File: config.mk
export PLATFORM = sky130hd
export DESIGN_NAME = flag_unit
export DESIGN_NICKNAME = d
export VERILOG_FILES = /design/src/rtl/flag_unit.sv
export SDC_FILE = /design/constraint.sdc
export NUM_CORES = 1
export LEC_CHECK = 0
export CELL_PAD_IN_SITES_DETAIL_PLACEMENT = 1
export CELL_PAD_IN_SITES_GLOBAL_PLACEMENT = 1
export CORE_ASPECT_RATIO = 1.25
export CORE_MARGIN = 2
export CORE_UTILIZATION = 40
export CTS_BUF_LIST = sky130_fd_sc_hd__clkbuf_8
export DETAILED_ROUTE_END_ITERATION = 16
export PLACE_DENSITY = 0.8
export SLEW_MARGIN = 10
export SYNTH_ARGS = -nofsm -noshare
export SYNTH_HDL_FRONTEND = slang
export SYNTH_SLANG_ARGS = --single-unit
File: constraint.sdc
create_clock -name clk -period 2.4 [get_ports clk]
set_input_delay 0.48 -clock clk [delete_from_list [all_inputs] [get_ports clk]]
set_output_delay 0.48 -clock clk [all_outputs]
set_load 0.1 [all_outputs]
File: src/rtl/flag_unit.sv
// rtl/flag_unit.sv - processor flag register with compare, load, interrupt mask and save stack
//
// Purpose:
//   Holds a WIDTH-bit flag word.
//   Bit 0 is EQ, bit 1 is GT, bit 2 is IM (interrupt mask) and bit 3 is LT.
//   Bits WIDTH-1:4 are general purpose.
//   The flag word can be set from a compare of bus1/bus2, loaded from bus1,
//   or restored from a LIFO save stack of STACK_DEPTH entries.
//   All outputs are registered.
//
// Configuration:
//   FLAG_UNIT_SIGNED_CMP_EN - when defined, signed_cmp=1 selects two's-complement
//   ordering for GT/LT. When undefined, signed_cmp is ignored and compares are unsigned.
//
// Ports:
//   clk          in   sole clock, rising edge
//   rst          in   synchronous active-high reset
//   compare      in   load EQ/GT/LT from bus1 vs bus2
//   signed_cmp   in   two's-complement compare select
//   load         in   load all flag bits from bus1
//   mask_int     in   force IM=1 after source selection
//   unmask_int   in   force IM=0 after source selection (mask_int wins)
//   push         in   save current flags onto the stack
//   pop          in   restore flags from the stack top
//   bus1, bus2   in   WIDTH-bit operands; bus1 is also the load source
//   flags        out  registered flag word
//   stack_empty  out  registered stack empty status
//   stack_full   out  registered stack full status
//   stack_err    out  sticky misuse flag, cleared only by rst

module flag_unit #(
   parameter int WIDTH       = 16,
   parameter int STACK_DEPTH = 4
) (
   input  logic             clk,
   input  logic             rst,
   input  logic             compare,
   input  logic             signed_cmp,
   input  logic             load,
   input  logic             mask_int,
   input  logic             unmask_int,
   input  logic             push,
   input  logic             pop,
   input  logic [WIDTH-1:0] bus1,
   input  logic [WIDTH-1:0] bus2,
   output logic [WIDTH-1:0] flags,
   output logic             stack_empty,
   output logic             stack_full,
   output logic             stack_err
);

   localparam int CW = $clog2(STACK_DEPTH + 1);
   localparam logic [WIDTH-1:0] FLAGS_RST = {{(WIDTH-3){1'b0}}, 3'b100};

   logic [WIDTH-1:0] flags_q, flags_d;
   logic [CW-1:0]    cnt_q, cnt_d;
   logic             empty_q, empty_d;
   logic             full_q, full_d;
   logic             err_q, err_d;
   logic [WIDTH-1:0] stack_q [STACK_DEPTH];
   logic [WIDTH-1:0] stack_d [STACK_DEPTH];

   logic             push_ok;
   logic             pop_ok;
   logic             misuse;
   logic [WIDTH-1:0] top_word;
   logic             cmp_eq;
   logic             cmp_gt;
   logic             cmp_lt;
   logic [WIDTH-1:0] cmp_word;

   // Compare results
   always_comb begin
      cmp_eq = (bus1 == bus2);
      cmp_gt = (bus1 > bus2);
`ifdef FLAG_UNIT_SIGNED_CMP_EN
      if (signed_cmp) begin
         cmp_gt = ($signed(bus1) > $signed(bus2));
      end
`endif
      // Exactly one of EQ/GT/LT is set.
      cmp_lt = ~cmp_eq & ~cmp_gt;
   end

`ifndef FLAG_UNIT_SIGNED_CMP_EN
   logic unused_signed_cmp;
   assign unused_signed_cmp = signed_cmp;
`endif

   // Stack control.
   // A simultaneous push and pop is treated as misuse and neither takes effect.
   always_comb begin
      push_ok = push & ~pop & ~full_q;
      pop_ok  = pop & ~push & ~empty_q;
      misuse  = (push & pop) | (push & ~pop & full_q) | (pop & ~push & empty_q);
   end

   // The top entry lives at index cnt_q-1.
   // The loop form keeps the index width matched to the array.
   always_comb begin
      top_word = '0;
      for (int i = 0; i < STACK_DEPTH; i++) begin
         if (cnt_q == CW'(i + 1)) begin
            top_word = stack_q[i];
         end
      end
   end

   // Push stores the pre-edge flag word into the next free slot.
   always_comb begin
      for (int i = 0; i < STACK_DEPTH; i++) begin
         stack_d[i] = stack_q[i];
         if (push_ok && (cnt_q == CW'(i))) begin
            stack_d[i] = flags_q;
         end
      end
   end

   // Flag source selection, then the interrupt-mask override.
   always_comb begin
      cmp_word    = flags_q;
      cmp_word[0] = cmp_eq;
      cmp_word[1] = cmp_gt;
      cmp_word[3] = cmp_lt;

      if (load) begin
         flags_d = bus1;
      end else if (pop_ok) begin
         flags_d = top_word;
      end else if (compare) begin
         flags_d = cmp_word;
      end else begin
         flags_d = flags_q;
      end

      if (mask_int) begin
         flags_d[2] = 1'b1;
      end else if (unmask_int) begin
         flags_d[2] = 1'b0;
      end
   end

   // Occupancy and status
   always_comb begin
      cnt_d = cnt_q;
      if (push_ok) begin
         cnt_d = cnt_q + CW'(1);
      end else if (pop_ok) begin
         cnt_d = cnt_q - CW'(1);
      end
      empty_d = (cnt_d == '0);
      full_d  = (cnt_d == CW'(STACK_DEPTH));
      err_d   = err_q | misuse;
   end

   always_ff @(posedge clk) begin
      if (rst) begin
         flags_q <= FLAGS_RST;
         cnt_q   <= '0;
         empty_q <= 1'b1;
         full_q  <= 1'b0;
         err_q   <= 1'b0;
      end else begin
         flags_q <= flags_d;
         cnt_q   <= cnt_d;
         empty_q <= empty_d;
         full_q  <= full_d;
         err_q   <= err_d;
      end
   end

   // Stack contents are not cleared by reset.
   // The count alone defines which entries are valid.
   always_ff @(posedge clk) begin
      if (!rst) begin
         for (int i = 0; i < STACK_DEPTH; i++) begin
            stack_q[i] <= stack_d[i];
         end
      end
   end

   assign flags       = flags_q;
   assign stack_empty = empty_q;
   assign stack_full  = full_q;
   assign stack_err   = err_q;

endmodule

==> out/results.ini, run 1 <==
[detailed_routing]
firstDrtPassIters=5
wl_per_cell_um=18.1
drt_wl_total_um=10500
drt_iter0_drc=196
via_count=3185
antenna_left=0
drc=0
routed_via_density=5.48

[synth]
synth-seq-cells=86
synth_cells=362
yosysMostFrequentCell=edfxtp_1
synth_warnings=0
async_flop_share_pct=0
yosys_most_used_dff=edfxtp_1
synth-edff-count=64
ys_top_cells_by_count=edfxtp_1, a21oi_1, inv_1
syn_nets=425
synth_top_area_share_pct=47.3
avgSynthCellArea_sq_um=11.2
synth_cell_type_count=41
synth_top_area_cell=edfxtp_1
syn_area_sq_mm=0.00406
synthTopCellsByArea=edfxtp_1, dfxtp_1, ha_1, a21oi_1, inv_1
ys_seq_area_share_pct=58.1

[placement]
placed_area_sq_mm=0.00497
gp_congestion=0.794
portBuffers=58
place_hpwl_um=7930
dp.cells=565

[floorplanning]
coreArea_sq_mm=0.0100
die_height_um=117
row_count=41
dieWidth_um=94.1
io_pins=60
dieArea_sq_mm=0.0110
start_util_pct=40.6

[critical_path]
critPathTopFamily=buffers and inverters
slowest_stage=clkdlybuf4s50_1
slowest_delay_ps=460
crit_chain=clkdlybuf4s50_1 > inv_1 > ha_1 > nand4_1 > nor4_1 > buf_4 > nor3_1 > o41a_1 > o21a_1
cp_max_fo=3
cp.depth=9
ff2ff_path_depth=8
worst-setup-path-type=in2reg
crit_path_end_kind=flip-flop
cp.required_ps=2660
crit_path_start_kind=input pin
critPathBufInv=3
arrival_ps=2490

[sta]
hold_viol=0
final.setup.tns_ps=0
fin_crit_sh_pct=93.0
max_freq_mhz=448
finalClockSkew_ps=17.5
maxSlewHeadroom_pct=57.0
hold_slack_ps=494
maxSlewViolCount=0
setup_viol=0
layout_min_cycle_time_ps=2230
rsz0062_at_grt=false
worst_pin_slew_ps=640

[layout]
area_growth_pct=26.8
num_antenna_cells=0
design_area_sq_mm=0.00515
nets=510
n_fill_cell=1100
drive_gt1_share_pct=15.7
fin_cells=581

[pwr]
seq_power_share_pct=44.8
pwr-share-comb_pct=30.7
swShare_pct=35.7
ir_drop_v=0.000303
p_int_mw=2.61
p_switching_mw=1.45
power_density_mw_per_mm2=787
leakage_nw=2.01
pwr-share-clk_pct=24.5

[hold_path]
hold_path_class=reg2reg
whs_path_depth=2

[cts]
cts_tree=built
cts.path.max_buffers=2
root_buffer=clkbuf_8
cts.clk_slew.worst_paths_ps=90
postCtsSetupBuffers=0
clkSinkCount=86
htreeDepth=3
cts_buffers=9
cts_resized=0
hold_buffers=0
insertion_delay_ps=380

[global_routing]
gr-usage-all-layers_pct=20.2
antenna_found_initial=0
grt_pass1_wl_um=16800
grt_overflow_total=0
grt_pass1_vias=3370
grt_max_degree=32

[status]
status=finished, final reports clean

[run]
max-cap-violations=0

==> metal layers <==
metal | global-route usage [%] | share of wire [%]
met3 | 4.26 | 4.7
met2 | 34.0 | 49
met4 | 7.73 | 2.4
met1 | 25.6 | 44
met5 | 0 | 0
==> area by class of cell <==
class	count	area, sq um	share of cell area (%)
Clock inverter	7	60.1	1.17
Timing Repair Buffer	93	821	15.9
Sequential cell	86	2360	45.8
Inverter	36	135	2.62
Clock buffer	9	124	2.40
Multi-Input combinational cell	221	1490	28.9
Tap cell	129	161	3.13
==> worst register-to-register path, cell delays in order, from the launching register on <==
cell and delay [ps]:
dfxtp_1 460, ha_1 200, ha_1 470, inv_1 180, nor2_1 170, buf_4 210
a221oi_1 100, o21ai_0 140, o311a_1 230
==> path summary, 6_finish.rpt <==
check             from   endpoint  slack [ps]
max            bus2[9]   flags[3]         170
min          stack_err  stack_err         490
max reg2reg   cnt_q[1]  flags[11]         190
min reg2reg  stack_err  stack_err         490
==> sequential cells by signal, indices dropped and copies added, names as in the netlist <==
name         count
stack_empty      1
flags           16
stack_q         64
stack_err        1
stack_full       1
cnt_q            3
==> through the flow <==
step	power [mW]	utilization (%)	worst slack, ps
2_1_floorplan	2.67	-	289
3_3_place_gp	3.03	49.7	-157
3_5_place_dp	3.10	49.7	-243
4_1_cts	4.07	51.5	148
5_1_grt	4.22	51.5	23.7
6_report	4.05	51.5	168
==> power by group through the flow <==
stage	Clock, mW	Sequential [mW]	Combinational (mW)
floorplan	0	2.13	0.536
global placement	0	1.84	1.20
detailed placement	0	1.85	1.25
CTS	1.00	1.82	1.25
global route	1.04	1.83	1.35
finish	0.994	1.82	1.24
==> logic make-up (layout without fill, tap and decap cells) <==
family                     Yosys count  count (layout)  synth area share, %
AOI/OAI and AO/OA                  117             117                 18.9
adders and majority gates           22              22                 6.78
DFF                                 86              86                 58.1
buffers and inverters               55             145                 5.33
and+or+nand+nor                     82              82                 10.9
==> cell usage in the layout, fill, tap and decap left out, types with 2 or more instances in the layout <==
master	n
edfxtp_1	64
buf_4	52
a21oi_1	51
inv_1	39
clkdlybuf4s50_1	39
nand2_1	26
ha_1	22
dfxtp_1	22
o21ai_0	20
nand3b_1	13
a221oi_1	11
o311a_1	11
nor2_1	10
clkbuf_8	9
nor3_1	7
and2_1	6
nand2b_1	4
a211oi_1	4
nand4_1	4
a211o_1	3
nor2b_1	3
a311oi_1	2
or3_1	2
nor4_1	2
a21o_1	2
o211ai_1	2
a22oi_1	2
buf_12	2
No activity file was read; power rests on OpenSTA's default activity.
==> run 2, diff against run 1 <==
--- a/config.mk
+++ b/config.mk
@@ -5,11 +5,12 @@
 export SDC_FILE = /design/constraint.sdc
 export NUM_CORES = 1
 export LEC_CHECK = 0
+export ABC_AREA = 1
 export CELL_PAD_IN_SITES_DETAIL_PLACEMENT = 1
 export CELL_PAD_IN_SITES_GLOBAL_PLACEMENT = 1
 export CORE_ASPECT_RATIO = 1.25
 export CORE_MARGIN = 2
-export CORE_UTILIZATION = 40
+export CORE_UTILIZATION = 39
 export CTS_BUF_LIST = sky130_fd_sc_hd__clkbuf_8
 export DETAILED_ROUTE_END_ITERATION = 16
 export PLACE_DENSITY = 0.8
==> out/results.ini, run 2 <==
[cts]
postCtsSetupBuffers=0  ; unchanged
root_buffer=clkbuf_8  ; unchanged
cts_buffers=9  ; unchanged
htreeDepth=3  ; unchanged
cts.path.max_buffers=2  ; unchanged
clkSinkCount=86  ; unchanged
cts_tree=built  ; unchanged
cts.clk_slew.worst_paths_ps=80  ; was 90 ps
insertion_delay_ps=360  ; was 380 ps
cts_resized=0  ; unchanged
hold_buffers=0  ; unchanged

[synth]
syn_nets=478  ; was 425
avgSynthCellArea_sq_um=9.80  ; was 11.2 sq um
ys_seq_area_share_pct=58.1  ; about the same
ys_top_cells_by_count=nand2_1, edfxtp_1, inv_1, nor2_1, nand3_1  ; was edfxtp_1, a21oi_1, inv_1
yosys_most_used_dff=edfxtp_1  ; unchanged
yosysMostFrequentCell=nand2_1  ; was edfxtp_1
synth_cells=415  ; was 362
synth_top_area_cell=edfxtp_1  ; unchanged
synth-seq-cells=86  ; unchanged
async_flop_share_pct=0  ; unchanged
synth_warnings=0  ; unchanged
syn_area_sq_mm=0.00407  ; was 0.00406 sq mm
synth_cell_type_count=30  ; was 41
synth_top_area_share_pct=47.2  ; was 47.3%
synthTopCellsByArea=edfxtp_1, dfxtp_1, nand2_1, ha_1, nand3_1  ; was edfxtp_1, dfxtp_1, ha_1, a21oi_1, inv_1
synth-edff-count=64  ; unchanged

[detailed_routing]
wl_per_cell_um=16.7  ; was 18.1 um
via_count=3152  ; was 3185
antenna_left=0  ; unchanged
drt_iter0_drc=143  ; was 196
drc=0  ; unchanged
drt_wl_total_um=10300  ; was 10500 um
firstDrtPassIters=5  ; unchanged
routed_via_density=5.13  ; was 5.48

[critical_path]
crit_path_end_kind=flip-flop  ; unchanged
arrival_ps=2380  ; was 2490 ps
cp_max_fo=17  ; was 3
r2r-end=flags[0]  ; was flags[11]
regToRegSetupSlack_ps=270  ; was 190 ps
cp.required_ps=2650  ; was 2660 ps
worst-setup-path-type=reg2reg  ; was in2reg
crit_path_start_kind=flip-flop  ; was input pin
ff2ff_path_depth=9  ; was 8
timing.rr.start=cnt_q[0]  ; was cnt_q[1]

[floorplanning]
row_count=41  ; unchanged
coreArea_sq_mm=0.0101  ; was 0.0100 sq mm
io_pins=60  ; unchanged
die_height_um=118  ; was 117 um
start_util_pct=40.3  ; was 40.6%
dieWidth_um=95.3  ; was 94.1 um
dieArea_sq_mm=0.0113  ; was 0.0110 sq mm

[global_routing]
grt_overflow_total=0  ; unchanged
antenna_found_initial=0  ; unchanged
grt_pass1_wl_um=17000  ; was 16800 um
grt_pass1_vias=3320  ; was 3370
gr-usage-all-layers_pct=19.9  ; was 20.2%
grt_max_degree=29  ; was 32

[layout]
regMostFlops=stack_q  ; unchanged
final_cell_mix=nand2_1, edfxtp_1, inv_1  ; was edfxtp_1, buf_4, a21oi_1
area_growth_pct=22.7  ; was 26.8%
largest_register_ffs=64  ; unchanged
nets=543  ; was 510
fin_util_pct=49.4  ; was 51.5%
design_area_sq_mm=0.00499  ; was 0.00515 sq mm
final_common_cell=nand2_1  ; was edfxtp_1
drive_gt1_share_pct=12.4  ; was 15.7%
num_antenna_cells=0  ; unchanged

[placement]
dp_slack_ps=203  ; was -243 ps
placed_area_sq_mm=0.00478  ; was 0.00497 sq mm
gp_congestion=0.751  ; was 0.794
portBuffers=58  ; unchanged
place_hpwl_um=7650  ; was 7930 um

[sta]
rsz0062_at_grt=false  ; unchanged
setup_viol=0  ; unchanged
max_freq_mhz=470  ; was 448 MHz
hold_viol=0  ; unchanged
final.setup.tns_ps=0  ; unchanged
worst_pin_slew_ps=512  ; was 640 ps
worst_slack_ps=270  ; was 168 ps
layout_min_cycle_time_ps=2130  ; was 2230 ps
fin_crit_sh_pct=88.7  ; was 93.0%
maxSlewViolCount=0  ; unchanged
maxSlewHeadroom_pct=65.8  ; was 57.0%
finalClockSkew_ps=7.83  ; was 17.5 ps

[status]
status=finished, final reports clean  ; unchanged

[hold_path]
whs_path_depth=2  ; unchanged
whs_endpoint=stack_err  ; unchanged
hp-start=stack_err  ; unchanged
hold_path_class=reg2reg  ; unchanged

[run]
max-cap-violations=0  ; unchanged

[pwr]
leakage_nw=2.14  ; was 2.01 nW
power_density_mw_per_mm2=714  ; was 787 mW/mm^2
ir_drop_v=0.000256  ; was 0.000303 V

[run 2: cell count changes after synthesis, sizes merged, moves of 12 or more]
cell,delta
a221oi,-12
nand2,+63
nor2,+36
a21oi,-26
nand3b,-12
nand3,+34
[run 2: layout make-up]
| class | count | area (sq um) |
|---|---|---|
| Fill cell | 1137 | 5110 |
| Sequential cell | 86 | 2360 |
| Multi-Input combinational cell | 268 | 1440 |
| Timing Repair Buffer | 68 | 633 |
| Inverter | 47 | 176 |
| Tap cell | 129 | 161 |
| Clock buffer | 10 | 138 |
| Clock inverter | 6 | 77.6 |
[run 2: kinds of logic (layout without fill, tap and decap cells)]
group / Yosys count / count (layout) / synth area share, %
buf+inv: 61 / 131 / 6.43
compound gates: 63 / 63 / 9.20
fa+ha+maj: 22 / 22 / 6.77
xor+xnor: 1 / 1 / 0.215
flops: 86 / 86 / 58.1
simple gates: 182 / 182 / 19.3
[run 2: power breakdown]
part	internal (mW)	total, mW	switching (mW)
sequential	1.66	1.71	0.0556
clock	0.604	1.10	0.496
combinational	0.243	0.752	0.509
[run 2: stage by stage]
step | std cells | power (mW) | hold slack [ps]
after floorplan | 415 | 2.25 | 555
after global placement | 598 | 2.46 | 470
after detailed placement | 598 | 2.50 | 492
after CTS | 614 | 3.59 | 502
after global routing | 614 | 3.72 | 541
final | 614 | 3.56 | 493
[run 2: worst max-delay path: stages, from the launching register on]
cell and delay (ps):
dfxtp_1 340, inv_1 150, ha_1 270, inv_2 170, nor2_4 370, o21ai_0 240
a21oi_1 250, nor2_1 70, nor2_1 120, nor2_1 40
[run 2: worst max path at each step]
stage / end / slack, ps / depth (start not counted) / start
floorplan: stack_q[0][0] / 260 / 3 / stack_full
global placement: flags[3] / 250 / 9 / bus1[15]
detailed placement: flags[3] / 200 / 10 / bus2[15]
CTS: flags[0] / 230 / 9 / cnt_q[0]
global route: flags[0] / 40 / 9 / cnt_q[0]
finish: flags[0] / 270 / 9 / cnt_q[0]
[run 2: layer usage]
metal	track usage (%)	routed length, um	up-vias	part of all wire [%]
met4	6.88	236	0	2.3
met5	0	0	-	0
met3	3.63	302	18	2.9
met2	33.3	5250	70	51
met1	25.7	4490	1532	44
li1	-	-	1532	-
==> run 3, diff against run 2 <==
--- a/config.mk
+++ b/config.mk
@@ -13,6 +13,7 @@
 export CORE_UTILIZATION = 39
 export CTS_BUF_LIST = sky130_fd_sc_hd__clkbuf_8
 export DETAILED_ROUTE_END_ITERATION = 16
+export GPL_ROUTABILITY_DRIVEN = 1
 export PLACE_DENSITY = 0.8
 export SLEW_MARGIN = 10
 export SYNTH_ARGS = -nofsm -noshare
==> results of run 3 <==
The final DEF is identical to that of run 2; final timing and power are the same.
